==> src/rtl/pipeline_hazard_ctrl.sv <==
// rtl/pipeline_hazard_ctrl.sv - central stall/flush/bubble sequencer for the 5-stage pipeline
module pipeline_hazard_ctrl #(
    parameter int REG_W       = 5,
    parameter int MEM_TIMEOUT = 16,
    parameter int PERF_W      = 32
) (
    input  logic              clk,
    input  logic              rst_n,
    input  logic              idex_memread,
    input  logic [REG_W-1:0]  idex_rd,
    input  logic [REG_W-1:0]  ifid_rs1,
    input  logic [REG_W-1:0]  ifid_rs2,
    input  logic              ifid_use_rs2,
    input  logic              branch_taken,
    input  logic              dmem_busy,
    input  logic              dbg_halt,
    input  logic              dbg_step,
    input  logic              dbg_resume,
    output logic              pc_en,
    output logic              ifid_en,
    output logic              ifid_flush,
    output logic              idex_en,
    output logic              idex_bubble,
    output logic              exmem_en,
    output logic              dbg_halted,
    output logic              mem_timeout,
    output logic [PERF_W-1:0] stall_cnt,
    output logic [PERF_W-1:0] flush_cnt
);
    localparam int WAIT_W = (MEM_TIMEOUT > 2) ? $clog2(MEM_TIMEOUT) : 1;

    typedef enum logic [2:0] {S_RUN, S_MEM_WAIT, S_HALTED, S_STEP, S_ERROR} state_t;

    state_t              r_state, w_state_nxt;
    state_t              r_ret_state, w_ret_nxt;
    logic [WAIT_W-1:0]   r_wait_cnt, w_wait_nxt;
    logic [PERF_W-1:0]   r_stall_cnt, r_flush_cnt;
    logic                w_stall_inc, w_flush_inc;
    logic                w_load_use;
    state_t              w_after;

    assign w_load_use = idex_memread && (idex_rd != '0) &&
                        ((idex_rd == ifid_rs1) || (ifid_use_rs2 && (idex_rd == ifid_rs2)));

    // A single STEP cycle falls back to HALTED wherever RUN would have stayed in RUN.
    assign w_after = (r_state == S_STEP) ? S_HALTED : S_RUN;

    always_ff @(posedge clk) begin
        if (!rst_n) begin
            r_state     <= S_RUN;
            r_ret_state <= S_RUN;
            r_wait_cnt  <= '0;
            r_stall_cnt <= '0;
            r_flush_cnt <= '0;
        end else begin
            r_state     <= w_state_nxt;
            r_ret_state <= w_ret_nxt;
            r_wait_cnt  <= w_wait_nxt;
            if (w_stall_inc && (r_stall_cnt != '1))
                r_stall_cnt <= r_stall_cnt + PERF_W'(1);
            if (w_flush_inc && (r_flush_cnt != '1))
                r_flush_cnt <= r_flush_cnt + PERF_W'(1);
        end
    end

    always_comb begin
        w_state_nxt = r_state;
        w_ret_nxt   = r_ret_state;
        w_wait_nxt  = r_wait_cnt;
        w_stall_inc = 1'b0;
        w_flush_inc = 1'b0;
        case (r_state)
            S_RUN, S_STEP: begin
                if (dmem_busy) begin
                    w_ret_nxt   = w_after;
                    w_state_nxt = S_MEM_WAIT;
                end else if (branch_taken) begin
                    w_flush_inc = 1'b1;
                    w_state_nxt = w_after;
                end else if (w_load_use) begin
                    w_stall_inc = 1'b1;
                    w_state_nxt = w_after;
                end else if (dbg_halt) begin
                    w_state_nxt = S_HALTED;
                end else begin
                    w_state_nxt = w_after;
                end
            end
            S_MEM_WAIT: begin
                w_stall_inc = 1'b1;
                if (!dmem_busy) begin
                    w_wait_nxt  = '0;
                    w_state_nxt = r_ret_state;
                end else begin
                    w_wait_nxt = r_wait_cnt + WAIT_W'(1);
                    if (r_wait_cnt == WAIT_W'(MEM_TIMEOUT - 2))
                        w_state_nxt = S_ERROR;
                end
            end
            S_HALTED: begin
                if (dbg_resume)
                    w_state_nxt = S_RUN;
                else if (dbg_step)
                    w_state_nxt = S_STEP;
            end
            default: w_state_nxt = S_ERROR;
        endcase
    end

    always_comb begin
        pc_en       = 1'b1;
        ifid_en     = 1'b1;
        ifid_flush  = 1'b0;
        idex_en     = 1'b1;
        idex_bubble = 1'b0;
        exmem_en    = 1'b1;
        dbg_halted  = (r_state == S_HALTED);
        mem_timeout = (r_state == S_ERROR);
        case (r_state)
            S_RUN, S_STEP: begin
                if (dmem_busy) begin
                    pc_en    = 1'b0;
                    ifid_en  = 1'b0;
                    idex_en  = 1'b0;
                    exmem_en = 1'b0;
                end else if (branch_taken) begin
                    ifid_flush  = 1'b1;
                    idex_bubble = 1'b1;
                end else if (w_load_use || dbg_halt) begin
                    pc_en       = 1'b0;
                    ifid_en     = 1'b0;
                    idex_bubble = 1'b1;
                end
            end
            S_HALTED: begin
                pc_en       = 1'b0;
                ifid_en     = 1'b0;
                idex_bubble = 1'b1;
            end
            default: begin
                pc_en    = 1'b0;
                ifid_en  = 1'b0;
                idex_en  = 1'b0;
                exmem_en = 1'b0;
            end
        endcase
        if (!rst_n) begin
            pc_en       = 1'b0;
            ifid_en     = 1'b0;
            idex_en     = 1'b0;
            exmem_en    = 1'b0;
            ifid_flush  = 1'b1;
            idex_bubble = 1'b1;
        end
    end

    assign stall_cnt = r_stall_cnt;
    assign flush_cnt = r_flush_cnt;
endmodule

==> config.mk <==
export PLATFORM = sky130hd
export DESIGN_NAME = pipeline_hazard_ctrl
export DESIGN_NICKNAME = d
export VERILOG_FILES = /design/src/rtl/pipeline_hazard_ctrl.sv
export SDC_FILE = /design/constraint.sdc
export NUM_CORES = 1
export LEC_CHECK = 0
export ABC_CLOCK_PERIOD_IN_PS = 2600
export BUFFER_PORTS_ARGS = -buffer_cell sky130_fd_sc_hd__buf_2
export CELL_PAD_IN_SITES_DETAIL_PLACEMENT = 0
export CELL_PAD_IN_SITES_GLOBAL_PLACEMENT = 1
export CORE_ASPECT_RATIO = 2
export CORE_UTILIZATION = 40
export CTS_BUF_LIST = sky130_fd_sc_hd__clkbuf_4 sky130_fd_sc_hd__clkbuf_8
export DETAILED_ROUTE_END_ITERATION = 10
export PLACE_DENSITY_LB_ADDON = 0.1
export SLEW_MARGIN = 20
export SYNTH_ARGS = -nofsm -noshare
export SYNTH_HDL_FRONTEND = slang
export SYNTH_SLANG_ARGS = --single-unit
==> constraint.sdc <==
create_clock -name clk -period 2.6 [get_ports clk]
set_clock_uncertainty 0.2 [all_clocks]
set_input_delay 0.13 -clock clk [delete_from_list [all_inputs] [get_ports clk]]
set_output_delay 0.13 -clock clk [all_outputs]
set_load 0.01 [all_outputs]
==> flow_metrics.tcl <==
set metrics [dict create \
    whs_ns 0.237 \
    cp-end-kind "flop" \
    p_per_area_nw_per_um2 450 \
    drv_cap 0 \
    ir_drop_mv 0.295 \
    yosys_register_bits 72 \
    whs_path_depth 6 \
    synth_cells 480 \
    ys_seq_area_frac 0.368 \
    first_global_vias 3923 \
    hold_path_class "in -> reg" \
    drive_above_1_share 0.242 \
    clockRootBuffer "clkbuf_8" \
    grt_pass1_wl_um 18000 \
    totalWireLength_um 11000 \
    ys_top_cells_by_count "72 x dfxtp_1, 42 x nand2_1, 38 x nor2_1, 37 x a21oi_1, 37 x nand3_1" \
    cp_slowest_stage_delay_ns 0.41 \
    htree_levels 3 \
    finalSetupTns_ns 0 \
    avgViaCountPerCell 5.52 \
    postCtsSetupRepairBufs 0 \
    num_vias 3984 \
    critPathTopFamily "simple AND/OR/NAND/NOR gates" \
    synthDominantCellAreaShare 0.368 \
    firstDrtPassIters 4 \
    synthDistinctLibCells 50 \
    antenna_left 0 \
    slew_violations 0 \
    insertion_delay_ns 0.35 \
    synth_largest_area_cell "dfxtp_1" \
    reg2reg_depth 8 \
    syn_area_um2 3910 \
    avgSynthCellArea_um2 8.15 \
    pin_count 96 \
    fp.coreArea_um2 9450 \
    finalCritPeriodShare 0.917 \
    status "complete, no violations" \
    gr-total-overflow 0 \
    num-nets-final 616 \
    diodes 0 \
    fillers 914 \
    slowest_stage "dfxtp_1" \
    rsz0062_at_grt "no" \
    yosys_warnings 0 \
    synth_edf_count 0 \
    cts_sinks 72 \
    fin_total_pwr_uw 2190 \
    relSlewSlack 0.679 \
    cp-start-kind "flop" \
    gp_congestion 0.808 \
    grt_max_degree 59 \
    die-area_um2 10200 \
    hold_viol 0 \
    drc 0 \
    synthArstFlopShare 0 \
    cts_buffer_depth 2 \
    critPathKind "reg -> reg" \
    post_drt_wl_per_cell_um 15.2 \
    cellLeakagePower_uw 0.00195 \
    die_w_um 71.9 \
    initial_core_util 0.414 \
    yosysMostFrequentCell "dfxtp_1" \
    portBuffers 95 \
    arrival_ns 2.41 \
    die_h_um 142 \
    fin_crit_ns 2.38 \
    ys_top_cells_by_area "dfxtp_1 37%, a21oi_1 4.7%, nand3_1 4.7%" \
    rows 50 \
    required_ns 2.63 \
    crit_buf_inv 1 \
    placed_area_um2 4630 \
    path_cells "ha_1 -> nand2_1 -> nor2_1 -> nand3_2 -> nor3_4 -> buf_12 -> or4_1 -> a21oi_1" \
    post-dp-hpwl_um 8020 \
    worstPathMaxFanout 53 \
    setup_viol 0 \
    ys.flop_type "dfxtp_1" \
    crit_cells 8 \
    cts.reportedPaths.clkPinSlew_ns 0.08 \
    area_growth_syn_to_layout_pct 24.8 \
    tightestPinTransition_ns 0.482 \
    max_freq_mhz 420 \
    drt_iter0_drc 210 \
    finalInstanceArea_um2 4880 \
    grtUsageTotal 0.223 \
    syn-num-nets 508 \
    cts_made_buffers 9 \
    antenna_found_initial 0 \
    cts_tree "yes" \
]
## placed cells by master (no fill, tap or decap), types with 5 or more instances in the layout
cell type / count
buf_2: 95
dfxtp_1: 72
nand2_1: 42
nor2_1: 38
nand3_1: 37
a21oi_1: 37
or4_1: 23
buf_4: 22
o31ai_1: 21
nor3_1: 20
xnor2_1: 19
inv_1: 13
o21ai_0: 13
nand4_1: 13
xor2_1: 12
nand2b_1: 12
mux2i_1: 10
clkbuf_8: 10
and3_1: 9
nor4_1: 8
or3_1: 8
and4_1: 6
dlygate4sd3_1: 5
## worst reg2reg max path: stages, from the launching register on
cell	delay, ns
dfxtp_1	0.41
ha_1	0.23
nand2_1	0.08
nor2_1	0.34
nand3_2	0.28
nor3_4	0.23
buf_12	0.24
or4_1	0.19
a21oi_1	0.06
## cell families (layout without fill, tap and decap cells)
family | count (synthesis) | in the layout | synth area share
simple gates | 234 | 234 | 0.331
fa+ha+maj | 4 | 4 | 0.0128
compound gates | 88 | 88 | 0.146
flops | 72 | 72 | 0.368
mux | 10 | 10 | 0.0256
buf+inv | 41 | 153 | 0.0467
xor+xnor | 31 | 31 | 0.0694
## report_power, final
group	leakage (µW)	switching (µW)	total (µW)	internal, µW
sequential	0.000580	8.38	1120	1110
clock	0.000102	422	892	470
combinational	0.00127	114	185	70.8
## metal layers
metal | track usage | share of wire
met5 | 0 | 0
met4 | 0.105 | 0.019
met3 | 0.0227 | 0.028
met2 | 0.444 | 0.57
met1 | 0.219 | 0.38
## layout make-up
type | count | area (µm²) | share of cell area
Inverter | 14 | 52.6 | 0.0108
Clock inverter | 4 | 45.0 | 0.00923
Multi-Input combinational cell | 367 | 2300 | 0.472
Tap cell | 130 | 163 | 0.0333
Clock buffer | 11 | 145 | 0.0297
Sequential cell | 72 | 1440 | 0.295
Timing Repair Buffer | 124 | 731 | 0.150
## per-stage QoR
step	setup WS (ns)	utilization	std cells
3_3_place_gp	0.183	0.490	702
5_1_grt	0.0602	0.517	722
4_1_cts	0.137	0.515	722
6_report	0.216	0.517	722
2_1_floorplan	0.350	-	480
3_5_place_dp	0.176	0.490	702
## timing repair
action / 4_1_cts / 5_1_grt
hold endpoints to repair: 7 / 0
setup endpoints to repair: 0 / 3
resized for setup: 0 / 2
hold buffers: 5 / 0
## sequential cells by signal, summed over array words and instances, names as in the netlist
| register | cells |
|---|---|
| r_ret_state | 1 |
| r_state | 3 |
| stall_cnt | 32 |
| flush_cnt | 32 |
| r_wait_cnt | 4 |
## final timing paths
path                                    start       endpoint  slack [ns]
worst max-delay path             stall_cnt[0]  stall_cnt[14]        0.22
worst min-delay path             branch_taken  flush_cnt[28]        0.24
worst max register to register   stall_cnt[0]  stall_cnt[14]        0.22
worst min register to register  flush_cnt[27]  flush_cnt[27]        0.29
Note: power is estimated with default switching activity, not from simulation.
